[config.mk]
export PLATFORM = sky130hd
export DESIGN_NAME = multicycle_controller
export DESIGN_NICKNAME = d
export VERILOG_FILES = /design/src/rtl/multicycle_controller.sv
export SDC_FILE = /design/constraint.sdc
export NUM_CORES = 1
export LEC_CHECK = 0
export CAP_MARGIN = 25
export CORE_ASPECT_RATIO = 1.4
export CORE_UTILIZATION = 44
export DETAILED_ROUTE_END_ITERATION = 8
export PLACE_DENSITY = 0.87
export SLEW_MARGIN = 20
export SYNTH_ARGS = -nofsm -noshare
export SYNTH_HDL_FRONTEND = slang
export SYNTH_SLANG_ARGS = --single-unit
[constraint.sdc]
create_clock -name clk -period 4.53 [get_ports clk]
set_clock_uncertainty 0.05 [all_clocks]
set_input_delay 0.453 -clock clk [delete_from_list [all_inputs] [get_ports clk]]
set_output_delay 0.453 -clock clk [all_outputs]
set_load 0.02 [all_outputs]
[src/rtl/multicycle_controller.sv]
// Multicycle RV32I control FSM with a req/ready memory handshake, a bus-timeout
// watchdog, illegal-opcode trapping, AUIPC and a two-step JALR link sequence.
// Optional feature macro: MULTICYCLE_PERF_CNT_EN adds cycle / retired-instruction
// counters; when it is undefined, perf_cycles and perf_instret are tied to zero.
module multicycle_controller #(
    parameter int TIMEOUT_CYCLES = 255,
    parameter int TMO_W          = 8,
    parameter int CNT_W          = 32
) (
    input  logic             clk,
    input  logic             rst_n,
    input  logic [6:0]       opcode,
    input  logic [2:0]       funct3,
    input  logic             alu_zero,
    input  logic             mem_ready,
    output logic             mem_req,
    output logic             mem_write,
    output logic             addr_src,
    output logic             instr_flop_wen,
    output logic             pc_wen,
    output logic             reg_write,
    output logic [2:0]       alu_op,
    output logic [2:0]       imm_sel,
    output logic [1:0]       result_src,
    output logic [1:0]       alu_a_src,
    output logic [1:0]       alu_b_src,
    output logic             fault,
    output logic [1:0]       fault_cause,
    output logic [CNT_W-1:0] perf_cycles,
    output logic [CNT_W-1:0] perf_instret
);

    localparam logic [6:0] OP_LW     = 7'b0000011;
    localparam logic [6:0] OP_IMM    = 7'b0010011;
    localparam logic [6:0] OP_AUIPC  = 7'b0010111;
    localparam logic [6:0] OP_SW     = 7'b0100011;
    localparam logic [6:0] OP_R      = 7'b0110011;
    localparam logic [6:0] OP_LUI    = 7'b0110111;
    localparam logic [6:0] OP_BRANCH = 7'b1100011;
    localparam logic [6:0] OP_JALR   = 7'b1100111;
    localparam logic [6:0] OP_JAL    = 7'b1101111;

    typedef enum logic [3:0] {
        S_FETCH, S_DECODE, S_MEM_ADDR, S_MEM_READ, S_MEM_WB, S_MEM_WRITE,
        S_EXEC_R, S_EXEC_I, S_ALU_WB, S_EXEC_B, S_EXEC_J, S_EXEC_JR,
        S_JR_LINK, S_IMM_WB, S_TRAP
    } state_t;

    // Immediate format selected purely from the opcode.
    function automatic logic [2:0] imm_decode(input logic [6:0] op);
        case (op)
            OP_LW, OP_JALR, OP_IMM: imm_decode = 3'd0;
            OP_SW:                  imm_decode = 3'd1;
            OP_BRANCH:              imm_decode = 3'd2;
            OP_LUI, OP_AUIPC:       imm_decode = 3'd3;
            OP_JAL:                 imm_decode = 3'd4;
            default:                imm_decode = 3'd0;
        endcase
    endfunction

    // Branch decision: equality class uses alu_zero, compare class uses the
    // SLT/SLTU result (alu_zero low means "less than"); funct3 010/011 never branch.
    function automatic logic branch_taken(input logic [2:0] f3, input logic zero);
        if (f3[2] == 1'b0) begin
            branch_taken = f3[1] ? 1'b0 : (zero ^ f3[0]);
        end else begin
            branch_taken = (~zero) ^ f3[0];
        end
    endfunction

    state_t           state_r, state_nxt_s;
    logic [TMO_W-1:0] wait_cnt_r;
    logic             fault_r;
    logic [1:0]       cause_r;
    logic [1:0]       trap_cause_s;
    logic             timeout_s;

    logic       mem_req_s, mem_write_s, addr_src_s, ifw_s, pc_wen_s, reg_write_s;
    logic [2:0] alu_op_s;
    logic [1:0] result_src_s, a_src_s, b_src_s;

    assign timeout_s = (TIMEOUT_CYCLES != 0) && !mem_ready &&
                       (wait_cnt_r == TMO_W'(TIMEOUT_CYCLES - 1));

    // Next-state and datapath control decode.
    always_comb begin
        state_nxt_s  = state_r;
        trap_cause_s = 2'd0;
        mem_req_s    = 1'b0;
        mem_write_s  = 1'b0;
        addr_src_s   = 1'b0;
        ifw_s        = 1'b0;
        pc_wen_s     = 1'b0;
        reg_write_s  = 1'b0;
        alu_op_s     = 3'd0;
        result_src_s = 2'd0;
        a_src_s      = 2'd0;
        b_src_s      = 2'd0;
        case (state_r)
            S_FETCH: begin
                mem_req_s    = 1'b1;
                b_src_s      = 2'd2;
                result_src_s = 2'd2;
                if (mem_ready) begin
                    ifw_s       = 1'b1;
                    pc_wen_s    = 1'b1;
                    state_nxt_s = S_DECODE;
                end else if (timeout_s) begin
                    state_nxt_s  = S_TRAP;
                    trap_cause_s = 2'd2;
                end else begin
                    state_nxt_s = S_FETCH;
                end
            end
            S_DECODE: begin
                a_src_s = 2'd1;
                b_src_s = 2'd1;
                case (opcode)
                    OP_R:                        state_nxt_s = S_EXEC_R;
                    OP_IMM:                      state_nxt_s = S_EXEC_I;
                    OP_BRANCH:                   state_nxt_s = S_EXEC_B;
                    OP_JAL:                      state_nxt_s = S_EXEC_J;
                    OP_LW, OP_SW, OP_JALR, OP_LUI: state_nxt_s = S_MEM_ADDR;
                    OP_AUIPC:                    state_nxt_s = S_ALU_WB;
                    default: begin
                        state_nxt_s  = S_TRAP;
                        trap_cause_s = 2'd1;
                    end
                endcase
            end
            S_MEM_ADDR: begin
                a_src_s = 2'd2;
                b_src_s = 2'd1;
                case (opcode)
                    OP_LW:   state_nxt_s = S_MEM_READ;
                    OP_SW:   state_nxt_s = S_MEM_WRITE;
                    OP_JALR: state_nxt_s = S_EXEC_JR;
                    OP_LUI:  state_nxt_s = S_IMM_WB;
                    default: begin
                        state_nxt_s  = S_TRAP;
                        trap_cause_s = 2'd1;
                    end
                endcase
            end
            S_MEM_READ, S_MEM_WRITE: begin
                mem_req_s   = 1'b1;
                mem_write_s = (state_r == S_MEM_WRITE);
                addr_src_s  = 1'b1;
                if (mem_ready) begin
                    state_nxt_s = (state_r == S_MEM_READ) ? S_MEM_WB : S_FETCH;
                end else if (timeout_s) begin
                    state_nxt_s  = S_TRAP;
                    trap_cause_s = 2'd2;
                end else begin
                    state_nxt_s = state_r;
                end
            end
            S_MEM_WB: begin
                result_src_s = 2'd1;
                reg_write_s  = 1'b1;
                state_nxt_s  = S_FETCH;
            end
            S_EXEC_R: begin
                a_src_s     = 2'd2;
                alu_op_s    = 3'd2;
                state_nxt_s = S_ALU_WB;
            end
            S_EXEC_I: begin
                a_src_s     = 2'd2;
                b_src_s     = 2'd1;
                alu_op_s    = 3'd2;
                state_nxt_s = S_ALU_WB;
            end
            S_ALU_WB: begin
                reg_write_s = 1'b1;
                state_nxt_s = S_FETCH;
            end
            S_EXEC_B: begin
                a_src_s     = 2'd2;
                alu_op_s    = 3'd3;
                pc_wen_s    = branch_taken(funct3, alu_zero);
                state_nxt_s = S_FETCH;
            end
            S_EXEC_J: begin
                a_src_s     = 2'd1;
                b_src_s     = 2'd2;
                pc_wen_s    = 1'b1;
                state_nxt_s = S_ALU_WB;
            end
            S_EXEC_JR: begin
                a_src_s      = 2'd2;
                b_src_s      = 2'd1;
                result_src_s = 2'd2;
                pc_wen_s     = 1'b1;
                state_nxt_s  = S_JR_LINK;
            end
            S_JR_LINK: begin
                a_src_s     = 2'd1;
                b_src_s     = 2'd2;
                state_nxt_s = S_ALU_WB;
            end
            S_IMM_WB: begin
                result_src_s = 2'd3;
                reg_write_s  = 1'b1;
                state_nxt_s  = S_FETCH;
            end
            S_TRAP: begin
                state_nxt_s = S_TRAP;
            end
            default: begin
                state_nxt_s  = S_TRAP;
                trap_cause_s = 2'd1;
            end
        endcase
    end

    // State register.
    always_ff @(posedge clk or negedge rst_n) begin
        if (!rst_n) begin
            state_r <= S_FETCH;
        end else begin
            state_r <= state_nxt_s;
        end
    end

    // Wait counter: counts stalled request cycles, cleared otherwise.
    always_ff @(posedge clk or negedge rst_n) begin
        if (!rst_n) begin
            wait_cnt_r <= {TMO_W{1'b0}};
        end else if (mem_req_s && !mem_ready) begin
            wait_cnt_r <= wait_cnt_r + TMO_W'(1);
        end else begin
            wait_cnt_r <= {TMO_W{1'b0}};
        end
    end

    // Sticky fault flag and cause, captured on entry to TRAP.
    always_ff @(posedge clk or negedge rst_n) begin
        if (!rst_n) begin
            fault_r <= 1'b0;
            cause_r <= 2'd0;
        end else if ((state_nxt_s == S_TRAP) && (state_r != S_TRAP)) begin
            fault_r <= 1'b1;
            cause_r <= trap_cause_s;
        end else begin
            fault_r <= fault_r;
            cause_r <= cause_r;
        end
    end

    // Outputs are forced to zero for as long as reset is held.
    assign mem_req        = rst_n & mem_req_s;
    assign mem_write      = rst_n & mem_write_s;
    assign addr_src       = rst_n & addr_src_s;
    assign instr_flop_wen = rst_n & ifw_s;
    assign pc_wen         = rst_n & pc_wen_s;
    assign reg_write      = rst_n & reg_write_s;
    assign alu_op         = rst_n ? alu_op_s     : 3'd0;
    assign imm_sel        = rst_n ? imm_decode(opcode) : 3'd0;
    assign result_src     = rst_n ? result_src_s : 2'd0;
    assign alu_a_src      = rst_n ? a_src_s      : 2'd0;
    assign alu_b_src      = rst_n ? b_src_s      : 2'd0;
    assign fault          = fault_r;
    assign fault_cause    = cause_r;

`ifdef MULTICYCLE_PERF_CNT_EN
    logic             retire_s;
    logic [CNT_W-1:0] cyc_cnt_r;
    logic [CNT_W-1:0] ret_cnt_r;

    // Retire strobe: writeback states, branch resolve, or a completed store.
    always_comb begin
        retire_s = 1'b0;
        case (state_r)
            S_ALU_WB, S_MEM_WB, S_IMM_WB, S_EXEC_B: retire_s = 1'b1;
            S_MEM_WRITE:                            retire_s = mem_ready;
            default:                                retire_s = 1'b0;
        endcase
    end

    // Performance counters, frozen while trapped.
    always_ff @(posedge clk or negedge rst_n) begin
        if (!rst_n) begin
            cyc_cnt_r <= {CNT_W{1'b0}};
            ret_cnt_r <= {CNT_W{1'b0}};
        end else begin
            cyc_cnt_r <= (state_r != S_TRAP) ? cyc_cnt_r + CNT_W'(1) : cyc_cnt_r;
            ret_cnt_r <= retire_s ? ret_cnt_r + CNT_W'(1) : ret_cnt_r;
        end
    end

    assign perf_cycles  = cyc_cnt_r;
    assign perf_instret = ret_cnt_r;
`else
    assign perf_cycles  = {CNT_W{1'b0}};
    assign perf_instret = {CNT_W{1'b0}};
`endif

endmodule

* Yosys cells after proc, flatten, opt, wreduce, memory -nomap -nowiden *
Index checks and enable logic that the tools add are counted.

cells by class
  add/sub/neg operators = 1
  equal/unequal tests = 26
  multiplexer cells = 33
  bitwise logic cells = 9
  reductions and logical operators = 21

operator list
  kind                   count
  $eq A4 B4 Y1 const B   8
  $pmux W4 S7            1
  $pmux W4 S6            1
  $eq A7 B6 Y1 const B   3
  $eq A7 B7 Y1 const B   3
  $eq A4 B3 Y1 const B   4
  $mux W4                4
  $pmux W4 S4            1
  $reduce_or A4 Y1       4
  $eq A7 B5 Y1 const B   2
  $pmux W2 S2            3
  $pmux W3 S4            1
  $reduce_or A3 Y1       4
  $mux W1                10
  $mux W2                5
  $reduce_or A10 Y1      1
  $reduce_or A2 Y1       5
  $mux W3                3
  $reduce_or A9 Y1       1
  $add A8 B1 Y8 const B  1
  $eq A4 B2 Y1 const B   2
  $eq A8 B8 Y1 const B   1
  $mux W8                1
  $pmux W2 S4            1
  other kinds (12)       20

word-level totals
  bits in registers = 15
  bits of input ports = 14
  output and inout bits = 85
  logic and storage cells = 94

* Logic depth before layout (Yosys ltp) *
  depth after elaboration = 7
  mapped depth = 8
  depth with buffers taken out = 8

* Worst setup path before layout *
No wires, ideal clock.

  path kind = register -> output
  start = register state_r[3]
  end = output port alu_b_src[1]
  data arrival time = 1,578 ps
  required time = 4,027 ps
  setup slack = 2,449 ps
  cell stages (with the launch flop) = 6
  buffers on the path = 2
  cells stage by stage = dfrtp_1 -> clkbuf_8 -> clkbuf_1 -> nor3_1 -> a21oi_1 -> nor3b_1

on the way
  longest elaborated chain between the ends = 4
  elaborated cells on any way between the ends = 11
  classes of those cells = 6 x eq/ne; 2 x mux; 3 x reduce/logical

ends and longest elaborated chain
  what                                                                   line  source
  from (decl)                                                            71    state_t state_r, state_nxt_s;
  from (signal assigned)                                                 222   state_r <= state_nxt_s;
  $eq A4 B2 Y1 (tied with other cells)                                   99    case (state_r)
  $reduce_or A4 Y1 (no source line) or $reduce_or A3 Y1 (tied branches)  --
  $pmux W2 S2 *                                                          99
  $mux W2 *                                                              262   assign alu_b_src = rst_n ? b_src_s : 2'd0;
  to (decl)                                                              26    output logic [1:0] alu_b_src,

Every way passes the cells marked *; elsewhere a longest branch is shown, timed or not.

* Worst setup path in the final report *
  start = register state_r[0]
  end = output port pc_wen

on the way
  longest elaborated chain between the ends = 4
  elaborated cells on any way between the ends = 7
  classes of those cells = 3 x eq/ne; 1 x mux; 1 x bitwise; 2 x reduce/logical

ends and longest elaborated chain
  what                               line  source
  $eq A4 B4 Y1                       99
  $reduce_or A2 Y1 (no source line)  --
  $pmux W1 S3 *                      99
  $and A1 B1 Y1 *                    256   assign pc_wen = rst_n & pc_wen_s;
  to (decl)                          20    output logic pc_wen,

Marked as above.

==> metrics.txt <==
final WL=roughly 3.6 mm; final setup violating endpoints=0; CP Data Required Time=between 4000 and 5000 ps; clock sinks=15; Mapped Cells=approximately 250; Critical Path End Type=primary output; die area=4750 um^2; PortBufs=33; Final Instance Count excl. Fillers=328; Logic pwr share=0.576; met2 GRT Util=0.278; CP Launch Type=flip-flop; Max Slew Vio Count=0; Async SR Flop Fraction=1.00; Via density=~4.7; min-delay worst type=flip-flop to flip-flop; Slew HR=0.449; first-pass GRT wire length=5.79 mm; status=finished, final reports clean; Pint=0.449 mW; core area=4270 um^2; synthesized area per cell=8.04 um^2; gr usage total=0.155; Static Leak=0.868 nW; post-synthesis sequential area ratio=0.190; crit path kind=flip-flop to primary output; pin count of the biggest net entering global routing=26; # diodes=0; Post-CTS Resized=0; TritonRoute pass-1 iters=4; most numerous cell in the Yosys netlist=buf_4; Max IR drop VDD=0.180 mV; via count=1549; RePlAce Congestion=0.842; post-layout min period=3070 ps; setup TNS=0 ps; post-synth top area cell=buf_4; Seq pwr share=0.304; Tightest Pin Transition=827 ps; Clock Path Buffers=2; I/O pin cnt=99; P&R area growth vs syn=4.76%; number of global-route vias before repair=~1.3k; part of the cycle the worst path needs=0.677; clock latency on the worst-skew pair=around 250 ps; hpwl dp=2.80 mm; Ys Warns=0; pwr dens=432 nW/um^2; Die Wd=58.6 um; layout cells sized above 1=0.0709; sw frac=0.497; largest cells by area after synthesis=buf_4 (25%), dfrtp_1 (19%), nor2_1 (4.0%); CTS tree=yes; sw power=between 0.4 and 0.5 mW; Die Ht=81.2 um; Inst Count DP=324; FP Rows=28; GR Util met3=0.0255; Clk pin slew, worst setup/hold paths=60 ps; Clk pwr share=0.120; worst hold slack=419 ps; Crit path arrival time=2570 ps; Worst Path Max Fanout=25; ys flop type=dfrtp_1; initial drt markers=53; nets=285; global routing's busiest layer=met2; drt drc=0; register bit total from synthesis=15; Starting Density=0.461; GR Overflow Total=0; met1 GRT Util=0.179; Finished Core Util=0.483; Fin. Hold Viols=0; post-DR wirelength/cell=10.9 um; distinct cell type count after synthesis=55; RSZ-0062 raised after global routing=no; Final ANT Viol Nets=0; CTS H-tree depth=1; setup bufs post-CTS=0; hold_buf cts=0; Root Driver=clkbuf_8; Max-cap violations=0; top cells by count, synth=buf_4 (66), nor2_1 (21), dfrtp_1 (15), nand2_1 (11); synthesized area=~2000 um^2; FMAX=between 300 and 400 MHz; initial antenna violation count=0; total CTS buffers=3; EDFF count, synth=0; Synth top area share=0.251
critical path: stages, from the launching register on:
cell and delay (ps):
dfrtp_1 880, nand2b_1 240, o21ai_0 230, a21oi_1 90, nor3b_1 230, clkdlybuf4s50_1 650
layout make-up:
class	instances	area (um^2)
Sequential cell	15	375
Fill cell	414	2210
Tap cell	60	75.1
Inverter	6	22.5
Clock inverter	1	7.51
Timing Repair Buffer	34	338
Multi-Input combinational cell	209	1200
Clock buffer	3	41.3
flip-flops by register name, indices dropped and copies added (netlist names):
name / count
fault: 1
fault_cause: 2
state_r: 4
wait_cnt_r: 8
layout by cell type (no fill, tap or decap), types with 2 or more instances in the layout:
cell,netlist,routed
nand3_1,7,7
conb_1,1,65
mux2i_1,3,3
nand2b_1,5,5
inv_1,6,6
clkdlybuf4s50_1,0,33
nor3b_1,4,4
nor2_1,21,21
a21boi_0,3,3
nor2b_1,3,3
nand2_1,11,11
a21oi_1,7,7
dfrtp_1,15,15
xnor2_1,6,6
nor4_1,3,3
or3_1,3,3
clkbuf_8,4,3
nor3_1,7,7
xor2_1,6,6
a31oi_1,5,5
o21ai_0,7,7
o211ai_1,3,3
a31o_2,2,2
ha_1,2,2
and2_1,4,4
nand3b_1,4,4
and3_1,3,3
metal layers:
| metal | vias up | part of all wire |
|---|---|---|
| li1 | 756 | - |
| met1 | 707 | 0.41 |
| met2 | 78 | 0.50 |
| met3 | 8 | 0.063 |
| met4 | 0 | 0.025 |
| met5 | - | 0 |
power groups by stage:
stage / clock network, mW / logic, mW / registers [mW]
4_1_cts: 0.112 / 0.515 / 0.269
3_3_place_gp: 0 / 0.506 / 0.271
5_1_grt: 0.115 / 0.561 / 0.285
2_1_floorplan: 0 / 0.521 / 0.201
3_5_place_dp: 0 / 0.513 / 0.271
6_report: 0.107 / 0.514 / 0.271
worst paths after layout:
check                                 end       start  cells after the start  slack, ps
max                                pc_wen  state_r[0]                      5       1460
min                                 fault       fault                      1        420
max reg2reg                fault_cause[0]  state_r[1]                      6       2000
min reg2reg                         fault       fault                      1        420
max in group asynchronous      state_r[2]       rst_n                      2       3250
min in group asynchronous   wait_cnt_r[3]       rst_n                      1        590
metrics by stage:
stage | worst slack [ps] | area (um^2) | power (mW)
CTS | 1440 | 2060 | 0.895
finish | 1460 | 2060 | 0.893
detailed placement | 1440 | 2020 | 0.784
global placement | 1460 | 2020 | 0.777
global route | 1220 | 2060 | 0.961
floorplan | 2450 | 2210 | 0.722
cell families after synthesis:
logic type	synth area share
flip-flops	0.190
other	0.00190
buffers and inverters	0.320
multiplexers	0.0152
XOR/XNOR	0.0616
AND/OR/NAND/NOR	0.250
AO/OA/AOI/OAI	0.148
adder cells (fa/ha/maj)	0.0127
Power figures use the tool's default switching activity.
